**config.mk**
```make
export PLATFORM = sky130hd
export DESIGN_NAME = shift_add_multiplier
export DESIGN_NICKNAME = d
export VERILOG_FILES = /design/src/rtl/shift_add_multiplier_pkg.sv /design/src/rtl/shift_add_multiplier.sv
export SDC_FILE = /design/constraint.sdc
export NUM_CORES = 1
export LEC_CHECK = 0
export ABC_CLOCK_PERIOD_IN_PS = 1900
export CORE_MARGIN = 3
export CORE_UTILIZATION = 45
export DETAILED_ROUTE_END_ITERATION = 12
export GPL_ROUTABILITY_DRIVEN = 0
export PLACE_DENSITY_LB_ADDON = 0.05
export REMOVE_ABC_BUFFERS = 1
export SYNTH_ARGS = -nofsm -noshare
export SYNTH_HDL_FRONTEND = slang
export SYNTH_SLANG_ARGS = --single-unit
```
**constraint.sdc**
```tcl
create_clock -name clk -period 1.9 [get_ports clk]
set_input_delay 0.19 -clock clk [delete_from_list [all_inputs] [get_ports clk]]
set_output_delay 0.19 -clock clk [all_outputs]
set_load 0.005 [all_outputs]
```
**src/rtl/shift_add_multiplier_pkg.sv**
```systemverilog
// Shared definitions for the shift-and-add multiplier: FSM state encodings and default data width.
// The encodings match the ones used by the adder and the ALU top.
package shift_add_multiplier_pkg;

    localparam int DATA_WIDTH = 4;

    typedef enum logic [1:0] {
        IDLE = 2'd0,
        CALC = 2'd1,
        DONE = 2'd2
    } state_t;

endpackage

```
**src/rtl/shift_add_multiplier.sv**
```systemverilog
// Sequential unsigned WIDTH x WIDTH shift-and-add multiplier driving an external ripple adder.
// Optional feature: define MULT_EARLY_EXIT_EN to finish zero-operand multiplies in one cycle.
module shift_add_multiplier
    import shift_add_multiplier_pkg::*;
#(
    parameter int WIDTH = DATA_WIDTH
) (
    input  logic               clk,
    input  logic               reset,
    input  logic               start,
    input  logic [WIDTH-1:0]   A_in,
    input  logic [WIDTH-1:0]   B_in,
    output logic               busy,
    output logic               done,
    output logic [2*WIDTH-1:0] P,
    output logic [WIDTH-1:0]   add_A,
    output logic [WIDTH-1:0]   add_B,
    output logic               add_CarryIN,
    input  logic [WIDTH-1:0]   add_Y,
    input  logic               add_CarryOUT
);

    localparam int CW = $clog2(WIDTH + 1);
    localparam logic [CW-1:0] LAST_CNT = CW'(WIDTH - 1);

    state_t             state_r;
    state_t             state_nxt_s;
    logic [WIDTH-1:0]   mcand_r;
    logic [WIDTH-1:0]   acc_hi_r;
    logic [WIDTH-1:0]   mq_r;
    logic [CW-1:0]      cnt_r;
    logic [2*WIDTH-1:0] p_r;

    logic               load_s;
    logic               iter_s;
    logic               zero_s;
    logic               last_s;
    logic               carry_s;
    logic [WIDTH-1:0]   sum_s;
    logic [2*WIDTH-1:0] shifted_s;

    // Adder operands come straight from registers so there is no input-to-output path.
    assign add_A       = acc_hi_r;
    assign add_B       = mq_r[0] ? mcand_r : {WIDTH{1'b0}};
    assign add_CarryIN = 1'b0;

    assign busy = (state_r == CALC);
    assign done = (state_r == DONE);
    assign P    = p_r;

    // State register.
    always_ff @(posedge clk or posedge reset) begin
        if (reset) begin
            state_r <= IDLE;
        end else begin
            state_r <= state_nxt_s;
        end
    end

    // Next-state decode, datapath controls and the shifted partial product.
    always_comb begin
        state_nxt_s = state_r;
        load_s      = 1'b0;
        iter_s      = 1'b0;
        zero_s      = 1'b0;
        last_s      = (cnt_r == LAST_CNT);
        if (mq_r[0]) begin
            {carry_s, sum_s} = {add_CarryOUT, add_Y};
        end else begin
            {carry_s, sum_s} = {1'b0, acc_hi_r};
        end
        // The bit leaving mq each iteration is the multiplier bit just consumed.
        shifted_s = {carry_s, sum_s, mq_r[WIDTH-1:1]};
        case (state_r)
            IDLE, DONE: begin
                if (start) begin
`ifdef MULT_EARLY_EXIT_EN
                    if ((A_in == {WIDTH{1'b0}}) || (B_in == {WIDTH{1'b0}})) begin
                        zero_s      = 1'b1;
                        state_nxt_s = DONE;
                    end else begin
                        load_s      = 1'b1;
                        state_nxt_s = CALC;
                    end
`else
                    load_s      = 1'b1;
                    state_nxt_s = CALC;
`endif
                end else begin
                    state_nxt_s = IDLE;
                end
            end
            CALC: begin
                iter_s = 1'b1;
                if (last_s) begin
                    state_nxt_s = DONE;
                end else begin
                    state_nxt_s = CALC;
                end
            end
            default: begin
                state_nxt_s = IDLE;
            end
        endcase
    end

    // Operand capture, iteration shift/accumulate and product register.
    always_ff @(posedge clk or posedge reset) begin
        if (reset) begin
            mcand_r  <= {WIDTH{1'b0}};
            acc_hi_r <= {WIDTH{1'b0}};
            mq_r     <= {WIDTH{1'b0}};
            cnt_r    <= {CW{1'b0}};
            p_r      <= {(2*WIDTH){1'b0}};
        end else if (load_s) begin
            mcand_r  <= A_in;
            mq_r     <= B_in;
            acc_hi_r <= {WIDTH{1'b0}};
            cnt_r    <= {CW{1'b0}};
        end else if (iter_s) begin
            {acc_hi_r, mq_r} <= shifted_s;
            cnt_r            <= cnt_r + CW'(1);
            if (last_s) begin
                p_r <= shifted_s;
            end
        end else if (zero_s) begin
            p_r <= {(2*WIDTH){1'b0}};
        end
    end

endmodule

```
==> results.cfg, run 1 <==
[cells_and_area]
fin_area_mm2 = 0.00147
layout_commonest_cell = clkdlybuf4s50_1
final_cell_mix = clkdlybuf4s50_1, dfrtp_1, mux2_2
nFillCells = 190
num-nets-final = 139
utilization_pct = 64.8
antenna_cells = 0
synthToLayoutAreaGrowth_pct = 33.3
drive_gt1_share_pct = 19.2

[pwr]
ir_drop_uv = 1110
leakagePower_nw = 0.671
power_density_mw_per_mm2 = 1550

[detailed_routing]
vias = 748
postRouteAntennaNets = 0
drt_pre_antenna_iters = 4
drtIter0Drc = 5
drcViolationCount = 0
via_per_inst = 5.05
routed_wl_mm = 2.03
wl_per_cell_um = 13.7

[cts]
cts_resized = 0
clkSinkCount = 25
cts-root-buf = clkbuf_4
cts_max_level = 1
post_cts_buffers = 0
cts_buffer_depth = 2
cts_made_buffers = 3
path_clk_slew_ns = 0.13
cts_tree = done
cts_hold_buf = 0
insertion_delay_ns = 0.31

[setup_path]
r2r-start = cnt_r[0]$_DFFE_PP0P_
worst_r2r_endpoint = P[0]$_DFFE_PP0P_
cp.required_ns = 1.71
max_stage_delay_ns = 0.60
crit_start = mq_r[0]$_DFFE_PP0P_
start_kind = flip-flop
path_class = flip-flop to output port
worstPathArrival_ns = 1.58
rrSetupSlack_ns = 0.40
cp_max_fo = 10
crit_chain = and2_1, clkdlybuf4s50_1
slowest_stage = dfrtp_1
endpoint_kind = output port
r2r_cells = 4

[yosys]
netlist_area_mm2 = 0.00111
synth.distinct_cells = 27
yosysWarnings = 0
ys_seq_area_share_pct = 56.6
avgSynthCellArea_um2 = 13.0
ys_seq_elements = 25
synth_area_leaders = dfrtp_1, mux2_2, o2bb2ai_1
yosys.area.top_type = dfrtp_1
synth.top_cell.area_share_pct = 56.6
syn_inst = 85

[placed_design]
hpwl_mm = 1.52
placement.io_buffers = 33
placed_area_mm2 = 0.00145

[die]
rows = 17
die_x_um = 55.6
fp.dieH_um = 55.6
ios = 35
dieArea_mm2 = 0.00309
coreArea_mm2 = 0.00228
start_util_pct = 48.6

[worst_hold_path]
hold_class = input port to async pin

[sta]
setup_viol = 0
fin_skew_ns = 0.00549
finalCritPeriodShare_pct = 93.0
fin_crit_ns = 1.77
finalMaxSlewViolations = 0
grt_setup_unrepaired = no
fin_tns_setup_ns = 0
fmax_mhz = 566
hold_viol = 0

[job]
drv_cap = 0

[global_routing]
grt_pass1_vias = 803
grt-ovfl-total = 0
antenna_found_initial = 0
grt_pass1_wl_mm = 3.65
grt_max_degree = 26
grt_use_total_pct = 14.9

[run_status]
status = complete, no violations
==> final cells by class <==
cell class	instances	area, um^2	share of cell area, %
Sequential cell	25	626	42.4
Inverter	4	22.5	1.53
Multi-Input combinational cell	50	404	27.4
Tap cell	28	35.0	2.38
Clock buffer	4	26.3	1.78
Timing Repair Buffer	37	360	24.4
==> per-stage QoR <==
stage	setup WS, ns	total power (W)	cells	hold slack (ns)
after global routing	0.0304	0.00249	148	0.212
after floorplan	0.372	0.00155	79	0.217
after global placement	0.387	0.00207	144	0.462
final	0.133	0.00229	148	0.212
after detailed placement	0.338	0.00210	144	0.473
after CTS	0.0835	0.00233	148	0.211
==> logic make-up after synthesis <==
family,synth area share [%]
adder cells (fa/ha/maj),2.26
buffers and inverters,6.90
AO/OA/AOI/OAI,13.6
other,0.339
flip-flops,56.6
multiplexers,12.1
AND/OR/NAND/NOR,8.26
==> how the worst max path moves through the flow <==
stage,slack [ns],end,depth (start not counted)
final,0.13,add_B[0],2
after global routing,0.03,add_B[0],2
after CTS,0.08,add_B[0],2
after detailed placement,0.34,mq_r[3]$_DFFE_PP0P_,5
after global placement,0.39,mq_r[3]$_DFFE_PP0P_,5
after floorplan,0.37,P[0]$_DFFE_PP0P_,4
==> power breakdown <==
| group | internal, W | switching [W] | leakage (nW) |
|---|---|---|---|
| clock network | 0.0000818 | 0.000143 | 0.0150 |
| logic | 0.000688 | 0.000415 | 0.346 |
| registers | 0.000783 | 0.000180 | 0.310 |
==> critical path, delay by kind of cell (launching register included) <==
| family | cells | cell delay [ns] |
|---|---|---|
| buffers and inverters | 1 | 0.49 |
| flip-flops | 1 | 0.60 |
| AND/OR/NAND/NOR | 1 | 0.19 |
==> synth_stat cells, drive strengths merged <==
| cell | n |
|---|---|
| a21o | 3 |
| o21ai | 5 |
| nand3b | 1 |
| o21bai | 1 |
| clkbuf | 1 |
| nor2b | 1 |
| mux2i | 4 |
| mux2 | 8 |
| nor2 | 2 |
| nand2 | 6 |
| dfrtp | 25 |
| buf | 5 |
| ha | 2 |
| o2bb2ai | 5 |
| a22o | 4 |
| and2 | 4 |
| inv | 4 |
| and2b | 1 |
| nand2b | 1 |
| a221o | 1 |
| conb | 1 |
==> layer usage <==
metal	vias up	wire length (um)	track usage [%]	share of wire [%]
met5	-	0	0	0
met4	0	16	6.25	0.79
met3	2	122	2.78	6.0
met2	22	971	23.8	48
met1	361	920	19.8	45
li1	363	-	-	-
==> flip-flops by register name (all words and copies together), names as in the netlist <==
| signal | flops |
|---|---|
| P | 8 |
| add_A | 4 |
| mcand_r | 4 |
| mq_r | 4 |
| cnt_r | 3 |
| state_r | 2 |
No activity file was read; power rests on OpenSTA's default activity.
==> run 2, diff against run 1 <==
CTS_CLUSTER_DIAMETER = 200   (was default)
==> results of run 2 <==
The final DEF is identical to that of run 1; final timing and power are the same.
==> run 3, diff against run 2 <==
PLACE_DENSITY = 0.81   (was default)
PLACE_DENSITY_LB_ADDON = default   (was 0.05)
==> run 3 against run 2 <==
  * Final cell count is the same
  * First-iteration DRC count up 40%
  * Worst setup slack worse by 0.019 ns
  * Sequential share of layout area hardly changed
  * Clock power about the same
  * Utilization up 0.055 points
  * Clock skew shrank 0.0011 ns
==> results.cfg, run 3 (synthesis results as in run 1) <==
[run_status]
status = complete, no violations

[cts]
post_cts_buffers = 0
path_clk_slew_ns = 0.13
cts_tree = done
cts_hold_buf = 0
cts_resized = 0
cts_made_buffers = 3
cts_buffer_depth = 2
insertion_delay_ns = 0.31
clkSinkCount = 25
cts-root-buf = clkbuf_4
cts_max_level = 1

[cells_and_area]
layout_commonest_cell = clkdlybuf4s50_1
drive_gt1_share_pct = 20.0
utilization_pct = 64.8
final_cell_mix = clkdlybuf4s50_1, dfrtp_1, mux2_2
instances_no_fill = 148
num-nets-final = 139
synthToLayoutAreaGrowth_pct = 33.4
largest_reg_flops = 8
antenna_cells = 0

[pwr]
power_density_mw_per_mm2 = 1570
ir_drop_uv = 995
leakagePower_nw = 0.674

[placed_design]
placement.io_buffers = 33
hpwl_mm = 1.65
dp.cells = 144

[detailed_routing]
wl_per_cell_um = 14.8
via_per_inst = 5.20
drtIter0Drc = 7
drt_pre_antenna_iters = 4
drcViolationCount = 0
postRouteAntennaNets = 0
vias = 769
routed_wl_mm = 2.19

[setup_path]
start_kind = flip-flop
cp.required_ns = 1.71
slowest_stage = dfrtp_1
r2r-start = cnt_r[0]$_DFFE_PP0P_
crit_start = mq_r[0]$_DFFE_PP0P_
endpoint_kind = output port
crit_chain = and2_1, clkdlybuf4s50_1
worst_r2r_endpoint = P[2]$_DFFE_PP0P_
rrSetupSlack_ns = 0.37
cp_max_fo = 10
worstPathArrival_ns = 1.60
path_class = flip-flop to output port
max_stage_delay_ns = 0.59
r2r_cells = 4

[die]
start_util_pct = 48.6
coreArea_mm2 = 0.00228
dieArea_mm2 = 0.00309
fp.dieH_um = 55.6
die_x_um = 55.6
ios = 35
rows = 17

[job]
drv_cap = 0

[global_routing]
grt_pass1_vias = 853
antenna_found_initial = 0
grt_pass1_wl_mm = 3.68
grt_use_total_pct = 14.8
grt_max_degree = 26
grt-ovfl-total = 0

[sta]
hold_viol = 0
fmax_mhz = 560
fin_skew_ns = 0.00442
fin_crit_ns = 1.79
fin_tns_setup_ns = 0
setup_viol = 0
finalMaxSlewViolations = 0
grt_setup_unrepaired = no
finalCritPeriodShare_pct = 94.0

[worst_hold_path]
hold_class = input port to async pin
-- run 3: cell count changes in the layout (fill, tap and decap cells not counted) --
cell,previous run,this run
clkbuf_1,1,0
clkinv_2,0,1
-- run 3: report_power, final --
group	switching, W	internal (W)
registers	0.000188	0.000783
logic	0.000425	0.000687
clock network	0.000149	0.0000786
total	0.000763	0.00155
-- run 3: how the worst max path moves through the flow --
stage          slack (ns)  cells after the start               end
3_3_place_gp         0.39                      4  P[1]$_DFFE_PP0P_
4_1_cts              0.09                      2          add_B[2]
3_5_place_dp         0.37                      4  P[2]$_DFFE_PP0P_
6_report             0.11                      2          add_B[2]
2_1_floorplan        0.37                      4  P[0]$_DFFE_PP0P_
5_1_grt              0.04                      2          add_B[1]
-- run 3: routing by layer --
metal | vias up | routed length (um) | track usage [%]
li1 | 362 | - | -
met1 | 376 | 944 | 17.9
met2 | 27 | 1100 | 25.3
met3 | 4 | 104 | 2.32
met4 | 0 | 39 | 7.64
met5 | - | 0 | 0
-- run 3: stage by stage --
step	power, W	area [um^2]	setup WS [ns]	hold WS, ns
floorplan	0.00155	1050	0.372	0.217
global placement	0.00207	1450	0.391	0.460
detailed placement	0.00210	1450	0.373	0.478
CTS	0.00235	1480	0.0923	0.206
global route	0.00249	1480	0.0391	0.234
finish	0.00231	1480	0.114	0.203
-- run 3: worst max-delay path: cells and delay by family (launching register included) --
| kind | cells | cell delay, ns |
|---|---|---|
| flops | 1 | 0.59 |
| buf+inv | 1 | 0.50 |
| simple gates | 1 | 0.20 |
-- run 3: area by class of cell --
cell class                 count  area, um^2
clock buffer                   3        22.5
clock inverter                 1        5.00
fill                         182         801
inverter                       4        22.5
multi-input combinational     50         404
sequential                    25         626
tap                           28        35.0
timing repair buffer          37         360
